## src/rtl/mem_stage_access.sv

```systemverilog
// mem_stage_access: MEM pipeline stage with a req/ack data-memory port.
//
// Takes the EX/MEM register outputs and runs the lw/lb/sw data access over
// a registered req/ack handshake. While the access is outstanding, upstream
// stages are stalled and bubbles are fed into the internal MEM/WB register.
// Non-memory instructions pass straight through with no stall.
//
// Parameters:
//   TIMEOUT_CYCLES  REQ cycles without ack before the access is aborted (1..255)
// Optional build macro:
//   MISALIGN_TRAP_EN  trap misaligned lw/sw (no request, mem_err pulse)
//
// Ports:
//   clk, reset                       clock, synchronous active-high reset
//   MEM_*                            EX/MEM register contents
//   mem_req/we/addr/wdata            memory request (registered)
//   mem_ack/rdata                    memory response
//   stall                            hold PC, IF/ID, ID/EX, EX/MEM
//   mem_err                          one-cycle pulse on timeout or trap
//   WB_*                             MEM/WB register contents
module mem_stage_access #(
  parameter int unsigned TIMEOUT_CYCLES = 16
) (
  input  logic        clk,
  input  logic        reset,
  input  logic        MEM_MemRead,
  input  logic        MEM_MemWrite,
  input  logic [31:0] MEM_WriteData,
  input  logic [4:0]  MEM_WriteAddr,
  input  logic [1:0]  MEM_MemtoReg,
  input  logic        MEM_RegWrite,
  input  logic [31:0] MEM_ALU_out,
  input  logic [31:0] MEM_PC_Plus_4,
  input  logic        MEM_LwLb,
  output logic        mem_req,
  output logic        mem_we,
  output logic [31:0] mem_addr,
  output logic [31:0] mem_wdata,
  input  logic        mem_ack,
  input  logic [31:0] mem_rdata,
  output logic        stall,
  output logic        mem_err,
  output logic        WB_RegWrite,
  output logic [4:0]  WB_WriteAddr,
  output logic [1:0]  WB_MemtoReg,
  output logic [31:0] WB_ALU_out,
  output logic [31:0] WB_MemData,
  output logic [31:0] WB_PC_Plus_4
);

  localparam logic [7:0] TimeoutLast = 8'(TIMEOUT_CYCLES - 1);

  typedef enum logic [1:0] {StIdle, StReq, StDone} state_e;

  state_e      state_q, state_d;
  logic [7:0]  cnt_q, cnt_d;
  logic        req_q, req_d;
  logic        we_q, we_d;
  logic [31:0] addr_q, addr_d;
  logic [31:0] wdata_q, wdata_d;
  logic [31:0] rdata_q, rdata_d;
  logic        err_q, err_d;

  logic        wb_regwrite_q, wb_regwrite_d;
  logic [4:0]  wb_waddr_q, wb_waddr_d;
  logic [1:0]  wb_memtoreg_q, wb_memtoreg_d;
  logic [31:0] wb_alu_q, wb_alu_d;
  logic [31:0] wb_memdata_q, wb_memdata_d;
  logic [31:0] wb_pc4_q, wb_pc4_d;

  logic        mem_op;
  logic        is_load;
  logic        trap;
  logic [7:0]  lane_byte;
  logic [31:0] load_data;

  assign mem_op  = MEM_MemRead | MEM_MemWrite;
  // Read and write together behaves as a store.
  assign is_load = MEM_MemRead & ~MEM_MemWrite;

`ifdef MISALIGN_TRAP_EN
  assign trap = mem_op && (MEM_MemWrite || !MEM_LwLb) && (MEM_ALU_out[1:0] != 2'b00);
`else
  assign trap = 1'b0;
`endif

  // DONE releases the stall so the pipeline advances past the finished access.
  assign stall = mem_op && (state_q != StDone) && !trap;

  always_comb begin
    lane_byte = rdata_q[7:0];
    case (MEM_ALU_out[1:0])
      2'd0:    lane_byte = rdata_q[7:0];
      2'd1:    lane_byte = rdata_q[15:8];
      2'd2:    lane_byte = rdata_q[23:16];
      default: lane_byte = rdata_q[31:24];
    endcase
    load_data = MEM_LwLb ? {{24{lane_byte[7]}}, lane_byte} : rdata_q;
  end

  always_comb begin
    state_d = state_q;
    cnt_d   = cnt_q;
    req_d   = req_q;
    we_d    = we_q;
    addr_d  = addr_q;
    wdata_d = wdata_q;
    rdata_d = rdata_q;
    err_d   = 1'b0;

    case (state_q)
      StIdle: begin
        if (trap) begin
          err_d = 1'b1;
        end else if (mem_op) begin
          state_d = StReq;
          req_d   = 1'b1;
          we_d    = MEM_MemWrite;
          addr_d  = {MEM_ALU_out[31:2], 2'b00};
          wdata_d = MEM_WriteData;
          cnt_d   = 8'd0;
        end
      end
      StReq: begin
        // Ack wins over a timeout expiring in the same cycle.
        if (mem_ack) begin
          rdata_d = mem_rdata;
          req_d   = 1'b0;
          cnt_d   = 8'd0;
          state_d = StDone;
        end else if (cnt_q == TimeoutLast) begin
          rdata_d = 32'd0;
          req_d   = 1'b0;
          err_d   = 1'b1;
          cnt_d   = 8'd0;
          state_d = StDone;
        end else begin
          cnt_d = cnt_q + 8'd1;
        end
      end
      StDone:  state_d = StIdle;
      default: state_d = StIdle;
    endcase
  end

  always_comb begin
    wb_regwrite_d = 1'b0;
    wb_waddr_d    = 5'd0;
    wb_memtoreg_d = 2'd0;
    wb_alu_d      = 32'd0;
    wb_memdata_d  = 32'd0;
    wb_pc4_d      = 32'd0;
    if (!stall) begin
      wb_regwrite_d = MEM_RegWrite && !trap;
      wb_waddr_d    = MEM_WriteAddr;
      wb_memtoreg_d = MEM_MemtoReg;
      wb_alu_d      = MEM_ALU_out;
      wb_pc4_d      = MEM_PC_Plus_4;
      wb_memdata_d  = (is_load && !trap) ? load_data : 32'd0;
    end
  end

  always_ff @(posedge clk) begin
    if (reset) begin
      state_q       <= StIdle;
      cnt_q         <= 8'd0;
      req_q         <= 1'b0;
      we_q          <= 1'b0;
      addr_q        <= 32'd0;
      wdata_q       <= 32'd0;
      rdata_q       <= 32'd0;
      err_q         <= 1'b0;
      wb_regwrite_q <= 1'b0;
      wb_waddr_q    <= 5'd0;
      wb_memtoreg_q <= 2'd0;
      wb_alu_q      <= 32'd0;
      wb_memdata_q  <= 32'd0;
      wb_pc4_q      <= 32'd0;
    end else begin
      state_q       <= state_d;
      cnt_q         <= cnt_d;
      req_q         <= req_d;
      we_q          <= we_d;
      addr_q        <= addr_d;
      wdata_q       <= wdata_d;
      rdata_q       <= rdata_d;
      err_q         <= err_d;
      wb_regwrite_q <= wb_regwrite_d;
      wb_waddr_q    <= wb_waddr_d;
      wb_memtoreg_q <= wb_memtoreg_d;
      wb_alu_q      <= wb_alu_d;
      wb_memdata_q  <= wb_memdata_d;
      wb_pc4_q      <= wb_pc4_d;
    end
  end

  assign mem_req      = req_q;
  assign mem_we       = we_q;
  assign mem_addr     = addr_q;
  assign mem_wdata    = wdata_q;
  assign mem_err      = err_q;
  assign WB_RegWrite  = wb_regwrite_q;
  assign WB_WriteAddr = wb_waddr_q;
  assign WB_MemtoReg  = wb_memtoreg_q;
  assign WB_ALU_out   = wb_alu_q;
  assign WB_MemData   = wb_memdata_q;
  assign WB_PC_Plus_4 = wb_pc4_q;

endmodule
```

## config.mk

```make
export PLATFORM = sky130hd
export DESIGN_NAME = mem_stage_access
export DESIGN_NICKNAME = d
export VERILOG_FILES = /design/src/rtl/mem_stage_access.sv
export SDC_FILE = /design/constraint.sdc
export NUM_CORES = 1
export LEC_CHECK = 0
export BUFFER_PORTS_ARGS = -buffer_cell sky130_fd_sc_hd__buf_2
export CAP_MARGIN = 40
export CORE_MARGIN = 1
export CORE_UTILIZATION = 46
export CTS_CLUSTER_SIZE = 24
export DETAILED_ROUTE_END_ITERATION = 16
export HOLD_SLACK_MARGIN = 0.02
export PLACE_DENSITY = 0.9
export SLEW_MARGIN = 20
export SYNTH_ARGS = -nofsm -noshare
export SYNTH_HDL_FRONTEND = slang
export SYNTH_SLANG_ARGS = --single-unit
export TNS_END_PERCENT = 10
```

## constraint.sdc

```tcl
create_clock -name clk -period 1.9 [get_ports clk]
set_input_delay 0.38 -clock clk [delete_from_list [all_inputs] [get_ports clk]]
set_output_delay 0.38 -clock clk [all_outputs]
set_load 0.03 [all_outputs]
```

==> key figures <==
Global routing
  • First-pass GRT wire length: 28400 um
  • Largest net degree at the start of global routing: 73
  • Vias in the first global route: 5816
  • Initial antenna violation count: 0
  • GR Util All Layers: 22.4%
  • Grt total ovfl: 0

Worst setup path
  • Worst EP required: 1.52 ns
  • R2r setup slk: 0.20 ns
  • Critical Setup Path Class: register to primary output
  • Crit. End Element: primary output
  • CP arrival: 1.45 ns
  • Largest fanout on the critical path: 7
  • Worst-case reg-to-reg path depth: 6
  • R2r endpoint: rdata_q[30]
  • Setup crit start kind: register
  • Worst R2R Start: cnt_q[0]

Die
  • Die Span Y: 124 um
  • Placement Rows: 44
  • Die width: 124 um
  • Core area: 14600 um^2
  • Starting Density: 47.2%
  • Num ports: 314
  • Die area: 15500 um^2

Clock tree
  • CTS Buf Count: 23
  • Worst-path clk slew: 0.06 ns
  • Clock root buffer: clkbuf_16
  • Number of buffers added for setup after CTS: 0
  • CTS Hold Bufs: 0
  • H-tree depth: 1
  • CTS sink count: 211
  • Worst-skew pair later-pin latency: 0.50 ns
  • Max clock buf depth: 3
  • TritonCTS clock tree: yes

Place
  • Placed inst area: 8670 um^2
  • GPL Wtd Cong: 0.840
  • # port buffers: 311
  • Post-DP HPWL: 12700 um

Timing
  • Final Cycle Share: 96.2%
  • Clock Skews: 0.0178 ns
  • Tmin final: 1.83 ns
  • Unrepaired setup endpoints after global routing: false
  • Setup-failing EPs final: 0
  • Setup TNS: 0 ns
  • Worst hold slack: 0.0728 ns
  • Final Slew Violations: 0
  • Final hold vios: 0
  • Fmax: 547 MHz

Pwr
  • Leak pwr: 4.48 nW
  • VDD IR-drop max: 0.798 mV
  • Sw frac: 25.5%
  • Total power: 0.0105 W
  • Part of the power in the clock network: 42.9%
  • PD cells: 1110 nW/um^2
  • Sequential power share: 45.0%
  • Internal: 0.00781 W
  • Logic gate share of total power: 12.1%
  • Sw Pwr: 0.00268 W

Finish
  • Utilization after layout: 64.8%
  • # nets final: 1138
  • P&R area growth vs syn: 37.4%
  • Share of cells above drive strength 1: 37.7%
  • Fillcell total: 1082
  • Ant diodes: 0
  • Post-route design area: 9460 um^2

Detailed routing
  • WL final: 18100 um
  • Detail Route Antenna Nets: 0
  • Routed WL per cell: 15.1 um
  • Vias per inst: 4.98
  • Via Count: 5961
  • Drt drc: 0
  • Iter 0 DRT Violations: 360
  • First-pass iteration count of the detailed router: 5

Synthesis
  • Post-synthesis sequential area ratio: 61.4%
  • Distinct cells, synth: 38
  • Yosys warning count: 0
  • Post-Syn Area per Cell: 9.96 um^2
  • Mapped Cells: 691
  • Seq cells post-synth: 211
  • Synthesized area: 6880 um^2

Worst hold path
  • Hold Startpoint: MEM_PC_Plus_4[4]
  • WHS Endpoint: WB_PC_Plus_4[4]
  • Worst Hold Class: input pin to register
  • Hold Crit Depth: 2

Flow run
  • Maxcap violations: 0

Status
  • Status: finished, final reports clean
==> cell families after synthesis <==
| kind of cell | Yosys count | share of synthesized area [%] |
|---|---|---|
| flops | 211 | 61.4 |
| fa+ha+maj | 1 | 0.182 |
| xor+xnor | 6 | 0.763 |
| simple gates | 268 | 19.2 |
| other cells | 1 | 0.0545 |
| buf+inv | 50 | 3.24 |
| compound gates | 145 | 13.4 |
| mux | 9 | 1.78 |
==> cell usage after synthesis <==
master | number | area (um^2)
dfxtp_1 | 211 | 4220
nand2_1 | 130 | 488
a21oi_1 | 93 | 465
and2_1 | 72 | 450
clkbuf_1 | 41 | 154
a22o_1 | 38 | 333
nand2b_1 | 28 | 175
nor2_1 | 18 | 67.6
a22oi_1 | 6 | 45.0
mux2_2 | 6 | 67.6
nor3_1 | 6 | 30.0
xnor2_1 | 6 | 52.6
buf_4 | 3 | 22.5
buf_6 | 3 | 33.8
inv_1 | 2 | 7.51
mux4_2 | 2 | 45.0
nand3_1 | 2 | 10.0
nand3b_1 | 2 | 15.0
nor3b_1 | 2 | 15.0
nor4b_1 | 2 | 17.5
a21o_1 | 1 | 7.51
a21o_4 | 1 | 15.0
a21oi_2 | 1 | 8.76
a311oi_1 | 1 | 8.76
a31oi_4 | 1 | 21.3
and4bb_2 | 1 | 12.5
buf_2 | 1 | 5.00
conb_1 | 1 | 3.75
ha_1 | 1 | 12.5
mux2i_1 | 1 | 10.0
nand4b_1 | 1 | 8.76
nor2b_1 | 1 | 6.26
nor3_2 | 1 | 10.0
o21ai_0 | 1 | 5.00
o21ai_1 | 1 | 5.00
o31ai_1 | 1 | 7.51
or2_2 | 1 | 6.26
or3b_4 | 1 | 11.3
==> layout by cell type (no fill, tap or decap), drive strengths merged <==
master      n
a21o        2
a21oi      94
a22o       38
a22oi       6
a311oi      1
a31oi       1
and2       72
and4bb      1
buf       326
bufinv      3
clkbuf     29
clkinv      5
clkinvlp    2
conb        2
dfxtp     211
ha          1
inv         5
mux2        6
mux2i       1
mux4        2
nand2     130
nand2b     28
nand3       2
nand3b      2
nand4b      1
nor2       18
nor2b       1
nor3        7
nor3b       2
nor4b       2
o21ai       2
o31ai       1
or2         1
or3b        1
xnor2       6
==> registers in the layout (all words and copies together), names as in the netlist <==
signal	count
WB_ALU_out	32
mem_wdata	32
WB_PC_Plus_4	32
WB_MemtoReg	2
rdata_q	32
state_q	2
WB_WriteAddr	5
WB_RegWrite	1
mem_err	1
cnt_q	8
WB_MemData	32
mem_we	1
mem_req	1
mem_addr	30
==> worst max path at each step <==
stage                           from           to  depth (start not counted)
after floorplan           state_q[0]   rdata_q[0]                          6
after global placement       mem_ack  rdata_q[25]                          6
after detailed placement     mem_ack  rdata_q[30]                          6
after CTS                 state_q[0]        stall                          4
after global routing      state_q[0]        stall                          4
final                     state_q[0]        stall                          4
==> per-layer routing <==
metal / global-route usage (%) / vias up / part of all wire (%)
li1: - / 2893 / -
met1: 25.2 / 2735 / 38
met2: 40.9 / 296 / 51
met3: 5.63 / 37 / 8.1
met4: 7.73 / 0 / 2.8
met5: 0 / - / 0
==> final cells by class <==
class | instances | area (um^2) | area share, %
Clock buffer | 29 | 618 | 6.54
Inverter | 2 | 7.51 | 0.0794
Multi-Input combinational cell | 431 | 2470 | 26.1
Clock inverter | 13 | 160 | 1.69
Timing Repair Buffer | 326 | 1750 | 18.5
Sequential cell | 211 | 4220 | 44.7
Tap cell | 184 | 230 | 2.43
==> power groups by stage <==
| stage | logic [W] | registers (W) | clock network (W) |
|---|---|---|---|
| finish | 0.00126 | 0.00472 | 0.00450 |
| global route | 0.00136 | 0.00474 | 0.00478 |
| CTS | 0.00127 | 0.00472 | 0.00458 |
| detailed placement | 0.00127 | 0.00482 | 0 |
| global placement | 0.00124 | 0.00480 | 0 |
| floorplan | 0.000446 | 0.00514 | 0 |
==> what timing repair did <==
item                                    4_1_cts  5_1_grt
resized for setup                             1        1
endpoints found under the hold margin         0        0
endpoints found under the setup margin        1        1
==> metrics by stage <==
stage / std cells / setup slack [ns]
floorplan: 692 / 0.294
CTS: 1196 / 0.0298
finish: 1196 / 0.0724
global route: 1196 / 0.0149
global placement: 1154 / 0.202
detailed placement: 1154 / 0.171
==> worst max-delay path, cell delays in order, from the launching register on <==
cell     delay, ns
dfxtp_1       0.33
buf_4         0.18
inv_1         0.09
a21oi_2       0.16
buf_4         0.18
(Power assumes the default switching activity.)
